`src/rtl/rdyack_pkg.sv`:
```
// Shared types and defaults for the rdy/ack stream sink.
package rdyack_pkg;

    typedef enum logic [1:0] {
        ERR_NONE    = 2'd0,
        ERR_RETRACT = 2'd1,
        ERR_DATACHG = 2'd2
    } err_e;

    localparam int DEF_DW = 11;

endpackage

```
`src/rtl/rdyack_fifo.sv`:
```
// Small synchronous FIFO; head word is forced to zero while empty.
module rdyack_fifo
    import rdyack_pkg::*;
#(
    parameter int DW    = DEF_DW,
    parameter int DEPTH = 4
) (
    input  logic          clk,
    input  logic          rst,
    input  logic          push,
    input  logic          pop,
    input  logic [DW-1:0] din,
    output logic          full,
    output logic          empty,
    output logic [DW-1:0] head
);
    localparam int AW   = $clog2(DEPTH);
    localparam int CNTW = $clog2(DEPTH + 1);

    logic [DW-1:0]   mem [DEPTH];
    logic [AW-1:0]   wr_ptr;
    logic [AW-1:0]   rd_ptr;
    logic [CNTW-1:0] count;
    logic            do_push;
    logic            do_pop;

    assign full    = (count == CNTW'(DEPTH));
    assign empty   = (count == '0);
    assign do_push = push && !full;
    assign do_pop  = pop && !empty;
    assign head    = empty ? '0 : mem[rd_ptr];

    // NOTE: sequential state uses non-blocking assignments so every register samples pre-edge values.
    always_ff @(posedge clk) begin
        if (rst) begin
            wr_ptr <= '0;
            rd_ptr <= '0;
            count  <= '0;
        end else begin
            if (do_push) wr_ptr <= wr_ptr + 1'b1;
            if (do_pop)  rd_ptr <= rd_ptr + 1'b1;
            case ({do_push, do_pop})
                2'b10:   count <= count + 1'b1;
                2'b01:   count <= count - 1'b1;
                default: count <= count;
            endcase
        end
    end

    // NOTE: storage has no reset; count/pointers define validity and head is masked while empty.
    always_ff @(posedge clk) begin
        if (do_push) mem[wr_ptr] <= din;
    end

endmodule

```
`src/rtl/rdyack_sink.sv`:
```
// rdy/ack responder: patterned back-pressure, buffering FIFO, upstream protocol checker.
module rdyack_sink
    import rdyack_pkg::*;
#(
    parameter int DW    = DEF_DW,
    parameter int DEPTH = 4,
    parameter int PW    = 8,
    parameter int CW    = 16
) (
    input  logic          clk,
    input  logic          rst,
    input  logic          i_rdy,
    output logic          i_ack,
    input  logic [DW-1:0] i_data,
    output logic          o_rdy,
    input  logic          o_ack,
    output logic [DW-1:0] o_data,
    input  logic          stall_en,
    input  logic [PW-1:0] stall_pat,
    output logic          proto_err,
    output logic [1:0]    err_code,
    output logic [CW-1:0] xfer_cnt
);
    localparam int IW = (PW > 1) ? $clog2(PW) : 1;

    logic [IW-1:0] idx;
    logic          full;
    logic          empty;
    logic          allow;
    logic          push;
    logic          pop;
    logic          pend;
    logic [DW-1:0] held_data;
    logic          viol;
    err_e          viol_code;
    err_e          err_q;

    // full is registered, so a same-cycle pop never opens a slot for the incoming word.
    assign allow = !stall_en || stall_pat[idx];
    assign i_ack = !rst && i_rdy && allow && !full;
    assign o_rdy = !rst && !empty;
    assign push  = i_rdy && i_ack;
    assign pop   = o_rdy && o_ack;

    assign err_code = err_q;

    rdyack_fifo #(.DW(DW), .DEPTH(DEPTH)) u_fifo (
        .clk   (clk),
        .rst   (rst),
        .push  (push),
        .pop   (pop),
        .din   (i_data),
        .full  (full),
        .empty (empty),
        .head  (o_data)
    );

    // NOTE: combinational outputs get a default first so no path leaves them unassigned (no latch).
    always_comb begin
        viol      = 1'b0;
        viol_code = ERR_NONE;
        if (pend) begin
            if (!i_rdy) begin
                viol      = 1'b1;
                viol_code = ERR_RETRACT;
            end else if (i_data != held_data) begin
                viol      = 1'b1;
                viol_code = ERR_DATACHG;
            end
        end
    end

    always_ff @(posedge clk) begin
        if (rst) begin
            idx       <= '0;
            pend      <= 1'b0;
            held_data <= '0;
            proto_err <= 1'b0;
            err_q     <= ERR_NONE;
            xfer_cnt  <= '0;
        end else begin
            idx       <= (idx == IW'(PW - 1)) ? '0 : idx + 1'b1;
            pend      <= i_rdy && !i_ack;
            held_data <= i_data;
            // Only the first violation is recorded until the next reset.
            if (viol && !proto_err) begin
                proto_err <= 1'b1;
                err_q     <= viol_code;
            end
            if (push) xfer_cnt <= xfer_cnt + 1'b1;
        end
    end

endmodule

```
`config.mk`:
```
export PLATFORM = sky130hd
export DESIGN_NAME = rdyack_sink
export DESIGN_NICKNAME = d
export VERILOG_FILES = /design/src/rtl/rdyack_pkg.sv /design/src/rtl/rdyack_fifo.sv /design/src/rtl/rdyack_sink.sv
export SDC_FILE = /design/constraint.sdc
export NUM_CORES = 1
export LEC_CHECK = 0
export BUFFER_PORTS_ARGS = -buffer_cell sky130_fd_sc_hd__buf_2
export CAP_MARGIN = 15
export CORE_MARGIN = 1
export CORE_UTILIZATION = 58
export CTS_BUF_LIST = sky130_fd_sc_hd__clkbuf_8
export CTS_CLUSTER_DIAMETER = 60
export DETAILED_ROUTE_END_ITERATION = 16
export GPL_TIMING_DRIVEN = 1
export PLACE_DENSITY_LB_ADDON = 0.12
export SETUP_SLACK_MARGIN = 0.2
export SLEW_MARGIN = 0
export SYNTH_ARGS = -nofsm -noshare
export SYNTH_HDL_FRONTEND = slang
export SYNTH_SLANG_ARGS = --single-unit
```
`constraint.sdc`:
```
create_clock -name clk -period 3.9 [get_ports clk]
set_clock_uncertainty 0.05 [all_clocks]
set_input_delay 0.39 -clock clk [delete_from_list [all_inputs] [get_ports clk]]
set_output_delay 0.39 -clock clk [all_outputs]
set_load 0.05 [all_outputs]
```
# == Word-level counts from Yosys, hierarchy flattened ==
# Memory sizes are Yosys's and may differ from the RTL's. A register that Yosys moved wholly into a read port is not among the register bits.
# Index checks and enable logic that the tools add are counted.
# word_totals
regBits,41
ram_bits,44
in_bits,24
elab_cells,56
mem_count,1
# mem_list
memory,depth,word_bits,rd,rd_clocked_by_memory_dff,write_ports,line,source
u_fifo.mem,4,11,1,1,1,rdyack_fifo.sv:20,logic [DW-1:0] mem [DEPTH];
# op_classes
n_addsub,6
magnitude_cmp,1
eq_ne,5
mux,14
n_reduce_logical,20
# ops
operator,n
"16-bit by 1-bit adder with 16-bit output, second input constant",1
11-bit two-way mux,1
11-bit inequality test,1
1-bit logical AND,10
2-bit two-way mux,5
"3-bit by 1-bit adder with 3-bit output, second input constant",2
"3-bit equality test, second input constant",2
1-bit logical NOT,6
1-bit two-way mux,6
3-bit one-hot mux with 2 select lines,1
"2-bit by 1-bit adder with 2-bit output, second input constant",2
"3-bit by 4-bit < comparator with 1-bit output, second input constant",1
1-bit binary-select mux with 3-bit select,1
3-bit logical NOT,1
"3-bit by 1-bit subtractor with 3-bit output, second input constant",1
"2-bit by 1-bit equality test with 1-bit output, second input constant",1
"2-bit equality test, second input constant",1
2-bit nonzero test,1
2-bit OR reduction,1
1-bit logical OR,1

# == Longest topological paths before layout ==
# depth
depth_word,9
ltp_mapped,13

# == By module ==
# Synthesis repeated with hierarchy kept, for this count alone.
# unflattened
hier_cells,299
hier_area_um2,3916.3
# modules_own_cells
module,instances,cells_each,area_each_um2
rdyack_fifo,1,123,2213.4
rdyack_sink,1,176,1702.9

# == Least setup slack after synthesis ==
# Ideal clock, no wire load.
# synth_timing
path_kind,reg2reg
start,register idx[0]
end,register u_fifo.count[2]
arrival_time_ns,2.661
setup_slack_ns,1.118
path_stages_with_launch,13
synth_period_minus_slack_ns,2.782
path_cell_list,dfxtp_1 mux4_1 nand2_2 a21oi_4 inv_2 buf_6 buf_2 ha_1 inv_1 fa_1 xor2_1 or3_1 a21oi_1
# synth_via
elab_chain_cells,9
elab_cells_between_ends,11
# synth_rtl
item,line,source
start: declaration,rdyack_sink.sv:26,logic [IW-1:0] idx;
start signal: assignment,rdyack_sink.sv:82,idx <= (idx == IW'(PW - 1)) ? '0 : idx + 1'b1;
1-bit binary-select mux with 3-bit select (*),rdyack_sink.sv:39,assign allow = !stall_en || stall_pat[idx];
1-bit two-way mux (not written as such) (*),rdyack_sink.sv:39,
1-bit logical OR (*),rdyack_sink.sv:39,
1-bit logical AND (*) (2 in series),rdyack_sink.sv:40,assign i_ack = !rst && i_rdy && allow && !full;
1-bit logical AND (*),rdyack_sink.sv:42,assign push = i_rdy && i_ack;
1-bit logical AND (*),rdyack_fifo.sv:29,assign do_push = push && !full;
2-bit by 1-bit equality test with 1-bit output / 2-bit equality test (equally long branches),rdyack_fifo.sv:42,"case ({do_push, do_pop})"
3-bit one-hot mux with 2 select lines / 2-bit nonzero test (equally long branches),--,
end signal: assignment,rdyack_fifo.sv:43,2'b10: count <= count + 1'b1;
end signal: assignment,rdyack_fifo.sv:44,2'b01: count <= count - 1'b1;
end signal: assignment,rdyack_fifo.sv:45,default: count <= count;
end: declaration,rdyack_fifo.sv:23,logic [CNTW-1:0] count;
# Every way passes the cells marked *; elsewhere a longest branch is shown, timed or not. The select of a mux whose other input is x is not followed.
# A chain may end at the register's enable or synchronous reset.

# == Worst setup path in the final report ==
# Same ends and word-level chain as after synthesis.

==> metrics.txt <==
# TYPE chip_impl_metric gauge
chip_impl_metric{name="syn_inst",unit=""} 282
chip_impl_metric{name="setup_viol",unit=""} 0
chip_impl_metric{name="max-clock-path-buffers",unit=""} 2
chip_impl_metric{name="finalSetupTns",unit="ps"} 0
chip_impl_metric{name="detail_route.wl_per_cell",unit="um"} 15.6
chip_impl_metric{name="irDropWorstVdd",unit="mV"} 0.290
chip_impl_metric{name="die_area",unit="um2"} 6630
chip_impl_metric{name="nFillCells",unit=""} 436
chip_impl_metric{name="boundaryPins",unit=""} 56
chip_impl_metric{name="detailedRoute.firstIterationViolations",unit=""} 143
chip_impl_metric{name="cp.required",unit="ps"} 4130
chip_impl_metric{name="dr.pass1.iters",unit=""} 4
chip_impl_metric{name="yosysTopAreaCellShare",unit="%"} 36.1
chip_impl_metric{name="use_met1",unit="%"} 31.4
chip_impl_metric{name="maxCapViolations",unit=""} 0
chip_impl_metric{name="final_core_utilization",unit="%"} 69.7
chip_impl_metric{name="postSynthRegisterBits",unit=""} 87
chip_impl_metric{name="synth_edf_count",unit=""} 44
chip_impl_metric{name="grt_pass1_vias",unit=""} 2166
chip_impl_info{name="cts.root.buffer_cell",value="clkbuf_8"} 1
chip_impl_metric{name="max_clock_freq",unit="GHz"} 0.341
chip_impl_metric{name="syn_nets",unit=""} 315
chip_impl_metric{name="hold_violations",unit=""} 0
chip_impl_metric{name="period_share",unit="%"} 75.2
chip_impl_metric{name="rows",unit=""} 28
chip_impl_metric{name="post-route-min-period",unit="ps"} 2930
chip_impl_metric{name="detailroute.via_count",unit=""} 2313
chip_impl_metric{name="layout.area.seq",unit="um2"} 2180
chip_impl_metric{name="cellLeakagePower",unit="uW"} 0.00155
chip_impl_metric{name="ant_nets",unit=""} 0
chip_impl_metric{name="area_used_by_multi_input_combinational_logic",unit="um2"} 1390
chip_impl_metric{name="start_util",unit="%"} 61.0
chip_impl_metric{name="tightestPinTransition",unit="ps"} 764
chip_impl_info{name="outcome",value="completed"} 1
chip_impl_metric{name="insertion_delay",unit="ps"} 350
chip_impl_metric{name="post_synth_arst_share",unit="%"} 0
chip_impl_metric{name="clock_transition_at_path_regs",unit="ps"} 80
chip_impl_info{name="crit_path_start_kind",value="flip-flop"} 1
chip_impl_metric{name="totalWireLength",unit="mm"} 6.53
chip_impl_metric{name="worst_slew_margin_rel",unit="%"} 49.0
chip_impl_metric{name="hold_buffers",unit=""} 0
chip_impl_metric{name="drc_errors",unit=""} 0
chip_impl_metric{name="globalRouteMet3Util",unit="%"} 4.72
chip_impl_info{name="timing.hold.worst.class",value="input port to flip-flop"} 1
chip_impl_metric{name="worstPathArrival",unit="ps"} 3170
chip_impl_metric{name="post-cts-setup-buffer-count",unit=""} 0
chip_impl_metric{name="place.gp.congestion",unit=""} 0.816
chip_impl_metric{name="final_design_area_no_fill",unit="um2"} 4170
chip_impl_info{name="crit_path_cells",value="mux4_1, nand2_2, a21oi_4, inv_2, ha_1, inv_1, fa_1, xor2_1, or3_1, a21oi_1"} 1
chip_impl_metric{name="cts_resized",unit=""} 0
chip_impl_metric{name="post_drt_via_cell_ratio",unit=""} 5.52
chip_impl_metric{name="met2_usage",unit="%"} 33.4
chip_impl_metric{name="grt_antenna_before_repair",unit=""} 0
chip_impl_metric{name="cpPeakStageDelay",unit="ps"} 610
chip_impl_info{name="grt-busiest-layer",value="met2"} 1
chip_impl_metric{name="port_buffers",unit=""} 55
chip_impl_metric{name="nets",unit=""} 372
chip_impl_info{name="timing.critical_path.slowest_stage_cell",value="mux4_1"} 1
chip_impl_info{name="synth_area_leaders",value="edfxtp_1 36%, dfxtp_1 24%, mux4_2 6.8%, nor2b_1 4.1%, xnor2_1 3.4%"} 1
chip_impl_info{name="tritoncts",value="done"} 1
chip_impl_metric{name="global_route.overflow_total",unit=""} 0
chip_impl_metric{name="finalPower",unit="uW"} 1910
chip_impl_metric{name="ys_types",unit=""} 45
chip_impl_metric{name="ys_warn_count",unit=""} 0
chip_impl_metric{name="antenna_cells_inserted",unit=""} 0
chip_impl_metric{name="dpl_cell_area",unit="um2"} 3980
chip_impl_info{name="critical_path_class",value="flip-flop to flip-flop"} 1
chip_impl_metric{name="clock_sink_count",unit=""} 87
chip_impl_metric{name="layout-area-overhead-vs-synth",unit="%"} 14.1
chip_impl_metric{name="drive_gt1_share",unit="%"} 25.9
chip_impl_metric{name="grt.total_usage",unit="%"} 22.4
chip_impl_metric{name="cts_htree_levels",unit=""} 3
chip_impl_metric{name="die_height",unit="um"} 81.4
chip_impl_metric{name="cts_inserted_buffers",unit=""} 9
chip_impl_info{name="synth.most_common_cell",value="edfxtp_1"} 1
chip_impl_metric{name="power_per_cell_area",unit="nW/um2"} 457
chip_impl_info{name="yosys-top-cells-count",value="44 x edfxtp_1, 43 x dfxtp_1, 24 x nor2b_1"} 1
chip_impl_info{name="rsz0062_at_grt",value="no"} 1
chip_impl_info{name="synth.largest_area_cell",value="edfxtp_1"} 1
chip_impl_metric{name="dp_hpwl",unit="mm"} 4.38
chip_impl_info{name="critical_path.endpoint_type",value="flip-flop"} 1
chip_impl_metric{name="global_route_wire_length_before_repair",unit="mm"} 10.5
chip_impl_metric{name="die_width",unit="um"} 81.4
chip_impl_metric{name="synth.avg_cell_area",unit="um2"} 13.0
chip_impl_metric{name="largest_net_degree_at_the_start_of_global_routing",unit=""} 46
chip_impl_metric{name="yosysSeqAreaShare",unit="%"} 59.7
chip_impl_metric{name="timing.critical_path.fanout_max",unit=""} 20
chip_impl_metric{name="drv_slew",unit=""} 0
chip_impl_metric{name="core_area",unit="um2"} 5990
chip_impl_info{name="dominantRegCellSynth",value="edfxtp_1"} 1
chip_impl_metric{name="netlist_area_pre_place",unit="um2"} 3660
## final cells by class
class / count / area share (%)
clock buffers: 9 / 2.97
clock inverters: 7 / 1.59
inverters: 7 / 0.630
multi-input cells: 177 / 33.3
flip-flops and latches: 87 / 52.3
well taps: 75 / 2.25
repair buffers: 57 / 6.96
## cells by family (layout without fill, tap and decap cells)
family,Yosys count,count (layout),share of synthesized area [%]
adder cells (fa/ha/maj),9,9,3.28
AND/OR/NAND/NOR,99,99,15.3
XOR/XNOR,18,18,4.31
flip-flops,87,87,59.7
AO/OA/AOI/OAI,36,36,6.84
buffers and inverters,18,80,2.33
multiplexers,15,15,8.31
## stage by stage
stage	setup WS (ps)	hold WS (ps)	instances
2_1_floorplan	1120	407	282
3_3_place_gp	1090	396	403
3_5_place_dp	945	402	403
4_1_cts	952	224	419
5_1_grt	771	232	419
6_report	968	233	419
## critical path, delay by kind of cell, from the launching register on
kind / cells / cell delay, ps
mux: 1 / 610
fa+ha+maj: 2 / 610
flops: 1 / 440
simple gates: 2 / 420
buf+inv: 2 / 310
compound gates: 2 / 260
xor+xnor: 1 / 160
## flip-flops by register name, summed over array words and instances (netlist names), named ones only
register and flops:
u_fifo.count 3, pend 1, u_fifo.mem 44, proto_err 1, xfer_cnt 16, u_fifo.wr_ptr 2, held_data 11, err_code 2
idx 3, u_fifo.rd_ptr 2
## worst paths after layout
| path | endpoint | slack [ps] | start | cells past startpoint |
|---|---|---|---|---|
| setup / recovery | u_fifo.count[2]$_SDFFE_PP0P_ | 970 | idx[0]$_SDFF_PP0_ | 10 |
| hold / removal | u_fifo.mem[2][9]$_DFFE_PP_ | 230 | i_data[9] | 1 |
| setup reg to reg | u_fifo.count[2]$_SDFFE_PP0P_ | 970 | idx[0]$_SDFF_PP0_ | 10 |
| hold reg to reg | err_code[1]$_SDFFE_PP0P_ | 420 | err_code[1]$_SDFFE_PP0P_ | 1 |
## cell usage in the layout (no fill, tap or decap), types with 4 or more instances in the layout
cell type | Yosys | routed
buf_2 | 2 | 55
edfxtp_1 | 44 | 44
dfxtp_1 | 43 | 43
nor2b_1 | 24 | 24
nor2_1 | 17 | 17
xnor2_1 | 14 | 14
a21oi_1 | 13 | 13
mux4_2 | 11 | 11
nand2_1 | 9 | 9
clkbuf_8 | 0 | 9
inv_1 | 6 | 8
ha_1 | 8 | 8
nand2b_1 | 7 | 7
and2_1 | 7 | 7
nand3_1 | 7 | 7
o31ai_1 | 6 | 6
o21ai_0 | 6 | 6
or3_1 | 5 | 5
or4_1 | 4 | 4
nand4_1 | 4 | 4
xor2_1 | 4 | 4
## routing by layer
metal | part of all wire [%] | wire (um)
met1 | 48 | 3100
met2 | 47 | 3050
met3 | 3.9 | 255
met4 | 1.9 | 122
met5 | 0 | 0
## power by group
group          internal [uW]  switching (uW)  total, uW
clock                    293             311        604
combinational            103             176        279
sequential               993            30.1       1020
total                   1390             517       1910
(Power assumes the default switching activity.)
